### src/rtl/node_pkg.sv
// Shared types and constants for the node_share_arb block: FSM state encoding,
// default operand width and an index-width helper.
package node_pkg;

    localparam int NODE_W = 16;

    typedef enum logic [1:0] {
        IDLE,
        START,
        WAIT,
        DONE
    } state_e;

    function automatic int idx_width(input int n);
        return (n > 1) ? $clog2(n) : 1;
    endfunction

endpackage

### src/rtl/node_share_arb_if.sv
// Requester-side and node-side signals of node_share_arb. The slave modport is
// the arbiter; the master modport is the requesters plus the shared node.
interface node_share_arb_if
    import node_pkg::*;
#(
    parameter int N = 4,
    parameter int W = NODE_W
);
    logic [N-1:0]   req;
    logic [N*W-1:0] opa;
    logic [N*W-1:0] opb;
    logic [N-1:0]   ack;
    logic [W-1:0]   res;
    logic           err;
    logic           busy;
    logic           node_st;
    logic           node_rd;
    logic [W-1:0]   node_res;
    logic [W-1:0]   node_in0;
    logic [W-1:0]   node_in1;

    modport master (
        output req, opa, opb, node_rd, node_res,
        input  ack, res, err, busy, node_st, node_in0, node_in1
    );

    modport slave (
        input  req, opa, opb, node_rd, node_res,
        output ack, res, err, busy, node_st, node_in0, node_in1
    );
endinterface

### src/rtl/node_share_arb_rr_arbiter.sv
// Combinational round-robin pick: first requester at or after last_grant+1
// (mod N) wins.
module rr_arbiter
    import node_pkg::*;
#(
    parameter  int N  = 4,
    localparam int IW = idx_width(N)
) (
    input  logic [N-1:0]  req_i,
    input  logic [IW-1:0] last_grant_i,
    output logic [N-1:0]  grant_o,
    output logic [IW-1:0] idx_o,
    output logic          valid_o
);
    logic [IW-1:0] cand;

    // NOTE: every output gets a default before the search so no path leaves a latch.
    always_comb begin
        grant_o = '0;
        idx_o   = '0;
        valid_o = 1'b0;
        cand    = '0;
        for (int k = 1; k <= N; k++) begin
            cand = IW'((int'(last_grant_i) + k) % N);
            if (!valid_o && req_i[cand]) begin
                valid_o       = 1'b1;
                idx_o         = cand;
                grant_o[cand] = 1'b1;
            end
        end
    end
endmodule

### src/rtl/node_share_arb.sv
// Shares one multi-cycle node among N requesters, round-robin, one job at a time.
// Define NODE_ARB_TIMEOUT_EN to add a WAIT watchdog that aborts with ERR.
module node_share_arb
    import node_pkg::*;
#(
    parameter int N       = 4,
    parameter int W       = NODE_W,
    parameter int TIMEOUT = 255
) (
    input logic            clk_i,
    input logic            rst_i,
    node_share_arb_if.slave bus
);
    localparam int IW = idx_width(N);

    state_e        state_q, state_d;
    logic [IW-1:0] idx_q, idx_d;
    logic [IW-1:0] last_q, last_d;
    logic [N-1:0]  gnt_q, gnt_d;
    logic [W-1:0]  in0_q, in0_d;
    logic [W-1:0]  in1_q, in1_d;
    logic [W-1:0]  res_q, res_d;
    logic          first_q, first_d;

    logic [N-1:0]  arb_grant;
    logic [IW-1:0] arb_idx;
    logic          arb_valid;

`ifdef NODE_ARB_TIMEOUT_EN
    localparam int CW = $clog2(TIMEOUT + 1);
    logic [CW-1:0] cnt_q, cnt_d;
    logic          err_q, err_d;
`else
    logic unused_timeout;
    assign unused_timeout = (TIMEOUT != 0);
`endif

    rr_arbiter #(.N(N)) u_rr_arbiter (
        .req_i        (bus.req),
        .last_grant_i (last_q),
        .grant_o      (arb_grant),
        .idx_o        (arb_idx),
        .valid_o      (arb_valid)
    );

    // NOTE: state registers use non-blocking assignments so all flops update together.
    always_ff @(posedge clk_i) begin
        if (rst_i) begin
            state_q <= IDLE;
            idx_q   <= '0;
            last_q  <= IW'(N - 1);
            gnt_q   <= '0;
            in0_q   <= '0;
            in1_q   <= '0;
            res_q   <= '0;
            first_q <= 1'b0;
`ifdef NODE_ARB_TIMEOUT_EN
            cnt_q   <= '0;
            err_q   <= 1'b0;
`endif
        end else begin
            state_q <= state_d;
            idx_q   <= idx_d;
            last_q  <= last_d;
            gnt_q   <= gnt_d;
            in0_q   <= in0_d;
            in1_q   <= in1_d;
            res_q   <= res_d;
            first_q <= first_d;
`ifdef NODE_ARB_TIMEOUT_EN
            cnt_q   <= cnt_d;
            err_q   <= err_d;
`endif
        end
    end

    always_comb begin
        state_d = state_q;
        idx_d   = idx_q;
        last_d  = last_q;
        gnt_d   = gnt_q;
        in0_d   = in0_q;
        in1_d   = in1_q;
        res_d   = res_q;
        first_d = first_q;
`ifdef NODE_ARB_TIMEOUT_EN
        cnt_d   = cnt_q;
        err_d   = err_q;
`endif
        case (state_q)
            IDLE: begin
                if (arb_valid) begin
                    idx_d   = arb_idx;
                    gnt_d   = arb_grant;
                    in0_d   = bus.opa[int'(arb_idx)*W +: W];
                    in1_d   = bus.opb[int'(arb_idx)*W +: W];
                    state_d = START;
                end
            end
            START: begin
                first_d = 1'b1;
                state_d = WAIT;
`ifdef NODE_ARB_TIMEOUT_EN
                cnt_d   = '0;
                err_d   = 1'b0;
`endif
            end
            WAIT: begin
                // The node still shows the previous job's ready in the first WAIT cycle.
                first_d = 1'b0;
                if (!first_q && bus.node_rd) begin
                    res_d   = bus.node_res;
                    state_d = DONE;
                end
`ifdef NODE_ARB_TIMEOUT_EN
                else if (cnt_q + CW'(1) == CW'(TIMEOUT)) begin
                    res_d   = '0;
                    err_d   = 1'b1;
                    state_d = DONE;
                end
                cnt_d = cnt_q + CW'(1);
`endif
            end
            DONE: begin
                last_d  = idx_q;
                state_d = IDLE;
            end
            default: state_d = IDLE;
        endcase
    end

    assign bus.busy     = (state_q != IDLE);
    assign bus.node_st  = (state_q == START);
    assign bus.ack      = (state_q == DONE) ? gnt_q : '0;
    assign bus.res      = res_q;
    assign bus.node_in0 = in0_q;
    assign bus.node_in1 = in1_q;
`ifdef NODE_ARB_TIMEOUT_EN
    assign bus.err      = (state_q == DONE) && err_q;
`else
    assign bus.err      = 1'b0;
`endif
endmodule

### src/flat_wrapper.sv
// flat-port wrapper written by rule: the top's interface ports become plain ports
module node_share_arb_flat import node_pkg::*;
#(
    parameter int N       = 4,
    parameter int W       = NODE_W,
    parameter int TIMEOUT = 255
)
  (clk_i, rst_i, bus_req, bus_opa, bus_opb, bus_node_rd, bus_node_res, bus_ack, bus_res, bus_err, bus_busy, bus_node_st, bus_node_in0, bus_node_in1);
  node_share_arb_if #(.N(N), .W(W)) bus_i ();
  input logic clk_i;
  input logic rst_i;
  input wire logic [$bits(bus_i.req)-1:0] bus_req;
  input wire logic [$bits(bus_i.opa)-1:0] bus_opa;
  input wire logic [$bits(bus_i.opb)-1:0] bus_opb;
  input wire logic [$bits(bus_i.node_rd)-1:0] bus_node_rd;
  input wire logic [$bits(bus_i.node_res)-1:0] bus_node_res;
  output wire logic [$bits(bus_i.ack)-1:0] bus_ack;
  output wire logic [$bits(bus_i.res)-1:0] bus_res;
  output wire logic [$bits(bus_i.err)-1:0] bus_err;
  output wire logic [$bits(bus_i.busy)-1:0] bus_busy;
  output wire logic [$bits(bus_i.node_st)-1:0] bus_node_st;
  output wire logic [$bits(bus_i.node_in0)-1:0] bus_node_in0;
  output wire logic [$bits(bus_i.node_in1)-1:0] bus_node_in1;
  assign bus_i.req = bus_req;
  assign bus_i.opa = bus_opa;
  assign bus_i.opb = bus_opb;
  assign bus_i.node_rd = bus_node_rd;
  assign bus_i.node_res = bus_node_res;
  assign bus_ack = bus_i.ack;
  assign bus_res = bus_i.res;
  assign bus_err = bus_i.err;
  assign bus_busy = bus_i.busy;
  assign bus_node_st = bus_i.node_st;
  assign bus_node_in0 = bus_i.node_in0;
  assign bus_node_in1 = bus_i.node_in1;
  node_share_arb #(.N(N), .W(W), .TIMEOUT(TIMEOUT)) u_core (.clk_i(clk_i), .rst_i(rst_i), .bus(bus_i));
endmodule
### config.mk
export PLATFORM = sky130hd
export DESIGN_NAME = node_share_arb_flat
export DESIGN_NICKNAME = d
export VERILOG_FILES = /design/src/rtl/node_pkg.sv /design/src/rtl/node_share_arb_if.sv /design/src/rtl/node_share_arb_rr_arbiter.sv /design/src/rtl/node_share_arb.sv /design/src/flat_wrapper.sv
export SDC_FILE = /design/constraint.sdc
export NUM_CORES = 1
export LEC_CHECK = 0
export ABC_AREA = 1
export CAP_MARGIN = 20
export CORE_MARGIN = 3
export CORE_UTILIZATION = 37
export CTS_BUF_LIST = sky130_fd_sc_hd__clkbuf_4
export CTS_CLUSTER_SIZE = 25
export DETAILED_ROUTE_END_ITERATION = 10
export PLACE_DENSITY = 0.8
export SYNTH_ARGS = -nofsm -noshare
export SYNTH_HDL_FRONTEND = slang
export SYNTH_HIERARCHICAL = 1
export SYNTH_SLANG_ARGS = --single-unit
### constraint.sdc
create_clock -name clk_i -period 2.2 [get_ports clk_i]
set_input_delay 0.33 -clock clk_i [delete_from_list [all_inputs] [get_ports clk_i]]
set_output_delay 0.33 -clock clk_i [all_outputs]
set_load 0.05 [all_outputs]
== Word-level counts from Yosys, hierarchy flattened ==
Index checks and enable logic that the tools add are counted.
Storage, ports and cells
  register bits after elaboration: 59
  latch bits: 0
  RAM bits: 0
  memory bits (read-only): 0
  input port bits: 151
  output and inout port bits: 55
  logic and storage cells: 81
  memories kept: 0
Operators by class
  $add $sub $neg: 4
  $mul: 0
  div/mod/pow operators: 0
  magnitude comparators: 8
  equality and inequality tests: 5
  shift operators: 2
  muxes and demuxes: 33
  bitwise operators: 3
  reduce and logical (&&, ||, !) cells: 18
Operators with widths (count)
  variable part select 64 x 7 -> 16 bit: 2
  two-way mux 4 bit: 5
  less-than comparator 2 x 3 -> 1 bit, second input constant: 4
  two-way mux 1 bit: 12
  two-way mux 2 bit: 6
  OR 4 bit: 3
  binary-select mux 1 bit (select 2 bit): 4
  demux 1 bit (select 2 bit): 4
  >= comparator 2 x 1 -> 1 bit, second input constant: 4
  logical AND 1 bit: 8
  case mux 2 bit (4 select lines): 1
  AND reduction 2 bit: 3
  adder 2 x 1 -> 2 bit, second input constant: 2
  adder 2 bit, second input constant: 2
  equality test 2 bit, second input constant: 2
  logical NOT 1 bit: 4
  != test 2 x 1 -> 1 bit, second input constant: 2
  nonzero test 2 bit: 2
  equality test 2 x 1 -> 1 bit, second input constant: 1
  logical NOT 2 bit: 1
  case mux 1 bit (2 select lines): 1

== Longest topological paths before layout ==
  depth in word-level cells: 15
  gate-level depth with buffers: 16

== By module ==
Netlist, hierarchy kept.
By module, submodules not included
  node_share_arb: instances 1, cells an instance 519, area each 3266.9 µm²
  rr_arbiter: instances 1, cells an instance 81, area each 535.5 µm²

== Worst setup path after synthesis ==
OpenSTA, ideal clock, no wires.
  kind: register -> register
  start point: reg u_core.last_q[1]
  end point: reg u_core.in0_q[10] (netlist: u_core/bus.node_in0[10])
  arrival: 2.225 ns
  required time: 2.086 ns
  setup slack: -0.139 ns
  stages on the path, launching flop included: 16
  path buffers: 2
  cells stage by stage: dfxtp_1 inv_1 ha_1 inv_2 nand3_4 nand2_4 nor2_4 nand3_1 a21oi_1 inv_2 buf_6 buf_2 nand2_1 nand2_1 nor2_1 nor2_1
On the way
  word-level cells in the longest chain between the ends: 14
  elaborated cells on any way between the ends: 28
  classes of those cells: add/sub: 4; shift: 1; mux: 16; reduce/logical: 7
Ends and longest elaborated chain
  from (decl): line node_share_arb.sv:18  | logic [IW-1:0] last_q, last_d;
  from (signal assigned): line node_share_arb.sv:51  | last_q <= IW'(N - 1);
  from (signal assigned): line node_share_arb.sv:64  | last_q <= last_d;
  adder 2 x 1 -> 2 bit: line node_share_arb_rr_arbiter.sv:24  | cand = IW'((int'(last_grant_i) + k) % N);
  binary-select mux 1 bit (select 2 bit): line node_share_arb_rr_arbiter.sv:25  | if (!valid_o && req_i[cand]) begin
  two-way mux 1 bit (not written as such): line node_share_arb_rr_arbiter.sv:25
  two-way mux 1 bit: line node_share_arb_rr_arbiter.sv:25
  logical NOT 1 bit: line node_share_arb_rr_arbiter.sv:25
  logical AND 1 bit: line node_share_arb_rr_arbiter.sv:25
  two-way mux 1 bit: line node_share_arb_rr_arbiter.sv:25
  logical NOT 1 bit: line node_share_arb_rr_arbiter.sv:25
  logical AND 1 bit: line node_share_arb_rr_arbiter.sv:25
  two-way mux 1 bit: line node_share_arb_rr_arbiter.sv:25
  logical NOT 1 bit: line node_share_arb_rr_arbiter.sv:25
  logical AND 1 bit: line node_share_arb_rr_arbiter.sv:25
  two-way mux 2 bit (*): line node_share_arb_rr_arbiter.sv:25
  named net u_core.arb_idx[0]: line node_share_arb.sv:26  | logic [IW-1:0] arb_idx;
  variable part select 64 x 7 -> 16 bit (*): line node_share_arb.sv:95  | in0_d = bus.opa[int'(arb_idx)*W +: W];
  to (signal assigned): line node_share_arb.sv:66  | in0_q <= in0_d;
  to (decl): line node_share_arb.sv:20  | logic [W-1:0] in0_q, in0_d;
The timed path passes the listed nets; every way through them passes the cells marked *. The select of a mux whose other input is x is not followed.
A chain may end at the register's enable or synchronous reset.

== Final worst setup path ==
  start point: reg u_core.last_q[0]
  end point: reg u_core.in0_q[5] (netlist: u_core/bus.node_in0[5])
The elaborated chain is that of the path after synthesis.

==> impl_metrics.yaml <==
global_routing:
  grt_max_degree: 44
  antenna_found_initial: 0
  grt_usage: 0.226
  gr-total-overflow: 0
  grt_pass1_wl_um: 21300
  grt_pass1_vias: 4557
detailed_routing:
  drt-total-wl_um: 13800
  viasPerCell: 4.94
  drt-met1-wl_um: 5570
  wl_met2_um: 6700
  drt-wirelength-per-cell_um: 14.4
  drtAntennaViolNets: 0
  vias: 4723
  top_layer_used: "met4"
  dr.first_iter.drc_count: 267
  met3_length_um: 1290
  drc: 0
  firstDrtPassIters: 4
timing:
  min_period_ps: 2130
  fmax_mhz: 470
  skew_ps: 13.4
  setup_viol_count_final: 0
  relSlewSlack: 0.601
  setup_ws_ps: 72.3
  timing.hold.ws_ps: 468
  fin_crit_sh: 0.967
  tightest_slew_ps: 598
  maxSlewViolCount: 0
  hold_violations: 0
critical_path:
  path_cells: "inv_8 > ha_4 > inv_4 > nand3_4 > nand2_4 > nor2_4 > nand3_2 > a21oi_4 > buf_12 > inv_8 > clkbuf_16 > nand2_1 > nand2_1 > o21ai_1 > nor2_1"
  worst_setup_path_end_kind: "flop"
  crit_arrival_ps: 2420
  cp-startpoint: "u_core/last_q[0]"
  required_ps: 2490
  path_max_fanout: 7
  cpPeakStageDelay_ps: 390
  startpoint_type: "flop"
  crit_type: "flop to flop"
  critPathSlowestCell: "dfxtp_4"
  worst_r2r_startpoint: "u_core/last_q[0]"
pwr:
  combPwrFrac: 0.744
  p_per_area_nw_per_um2: 1360
  p_leak_uw: 0.00284
  peakVddDrop_mv: 0.665
  seqPwrFrac: 0.188
  swShare: 0.519
  clockPowerShare: 0.069
  p_int_uw: 4180
  p_total_uw: 8680
  switching_power_uw: 4500
yosys:
  synth_most_common_cell: "nand2_1"
  ys.flop_type: "dfxtp_1"
  ys_top_cells_by_area: "dfxtp_1, nand2_1, nand3_1, a21oi_1, ha_1"
  synth_edf_count: 0
  yosysTopAreaCellShare: 0.311
  ys_types: 22
  ys_seq_elements: 59
  synth_nets: 764
  yosys_warnings: 6
  ys_async_sr_fraction: 0
  syn_area_um2: 3800
  ys_seq_area_frac: 0.311
  synth_common_cells: "nand2_1, nand3_1, a21oi_1, dfxtp_1, nor2_1"
  yosys.area.top_type: "dfxtp_1"
  syn_area_per_cell_um2: 6.34
  synthCells: 600
job:
  maxCapViolCount: 0
die:
  fp.coreArea_um2: 9860
  initial_core_util: 0.385
  die-area_um2: 11500
  die_y_um: 107
  num_rows: 36
  die_x_um: 107
  ioPinCount: 206
placed_design:
  dp_hpwl_um: 10100
  placed_area_um2: 6060
  dp_slack_ps: -163
  io_buffers: 204
  place_congestion: 0.934
clocking:
  htree_levels: 3
  cts_buffers: 9
  cts_tree: "done"
  ctsHoldBuffers: 0
  clkTransAtPathRegs_ps: 100
  worstSkewPairLatency_ps: 380
  cts_max_path_buffers: 2
  cts.sinks: 59
  root_buffer: "clkbuf_4"
cells_and_area:
  drive_gt1_frac: 0.107
  nFillCells: 874
  stdcell_area_um2: 6360
  n_antenna_cell: 0
  nets: 984
  area_delta_synth_final_pct: 67.4
hold_path:
  hp-start: "u_core/bus.res[14]"
  hold_class: "flop to flop"
run_status:
  status: "complete, no violations"
metal layers:
layer | GRT usage | vias to the layer above
li1 | - | 2385
met1 | 0.278 | 2110
met2 | 0.387 | 212
met3 | 0.0564 | 16
met4 | 0.0676 | 0
met5 | 0 | -
critical path: cells and delay by family (launching register included):
| kind | cells | cell delay, ps |
|---|---|---|
| flops | 1 | 390 |
| buf+inv | 5 | 470 |
| simple gates | 7 | 560 |
| compound gates | 2 | 330 |
| fa+ha+maj | 1 | 290 |
through the flow:
| step | instances | setup TNS (ps) | utilization |
|---|---|---|---|
| after floorplan | 600 | 0 | - |
| after global placement | 932 | -543 | 0.614 |
| after detailed placement | 932 | -3900 | 0.614 |
| after CTS | 946 | 0 | 0.623 |
| after global routing | 956 | -443 | 0.645 |
| final | 956 | 0 | 0.645 |
power groups by stage:
stage	Combinational, uW	Clock, uW	Sequential [uW]
floorplan	3190	0	2490
global placement	5720	0	1630
detailed placement	5850	0	1640
CTS	5860	611	1620
global route	7040	669	1670
finish	6450	595	1630
cell type report:
cell class,instances,area (um2),share of cell area
Tap cell,133,166,0.0261
Clock inverter,5,22.5,0.00354
Inverter,34,145,0.0228
Timing Repair Buffer,247,2520,0.396
Multi-Input combinational cell,469,2260,0.354
Clock buffer,9,67.6,0.0106
Sequential cell,59,1190,0.186
cell usage in the layout (no fill, tap or decap), types with 2 or more instances in the layout:
cell               n
nand2_1          215
clkdlybuf4s50_1  198
nand3_1           83
a21oi_1           58
dfxtp_1           57
nor2_1            35
buf_4             32
inv_1             26
o21ai_0           19
o21ai_1           18
ha_1              12
clkbuf_4           9
buf_12             7
nand2_2            6
nand4_1            6
buf_6              5
inv_2              5
a21boi_0           4
clkinv_2           3
clkbuf_16          3
nand2_4            3
clkinv_1           2
inv_8              2
nand3_4            2
nor2_4             2
a21oi_4            2
sequential cells by signal, summed over array words and instances, names as in the netlist:
name                 count
u_core/last_q            2
u_core/state_q           2
u_core/first_q           1
u_core/bus.res          16
u_core/bus.node_in0     16
u_core/idx_q             2
u_core/gnt_q             4
u_core/bus.node_in1     16
cell families (layout without fill, tap and decap cells):
family / count (synthesis) / count (layout) / share of synthesized area
flip-flops: 59 / 59 / 0.311
AND/OR/NAND/NOR: 353 / 353 / 0.400
AO/OA/AOI/OAI: 102 / 102 / 0.137
buffers and inverters: 72 / 295 / 0.108
adder cells (fa/ha/maj): 13 / 13 / 0.0428
other: 1 / 1 / 0.000986
path summary, 6_finish.rpt:
kind	slack, ps	end	depth (start not counted)
min reg2reg	470	u_core/bus.res[14]	2
min	470	u_core/bus.res[14]	2
max reg2reg	70	u_core/bus.node_in0[5]	15
max	70	u_core/bus.node_in0[5]	15
repair_timing:
action | in CTS | in global routing
resized for setup | 0 | 30
buffers inserted | 0 | 5
setup endpoints to repair | 0 | 34
No activity file was read; power rests on OpenSTA's default activity.
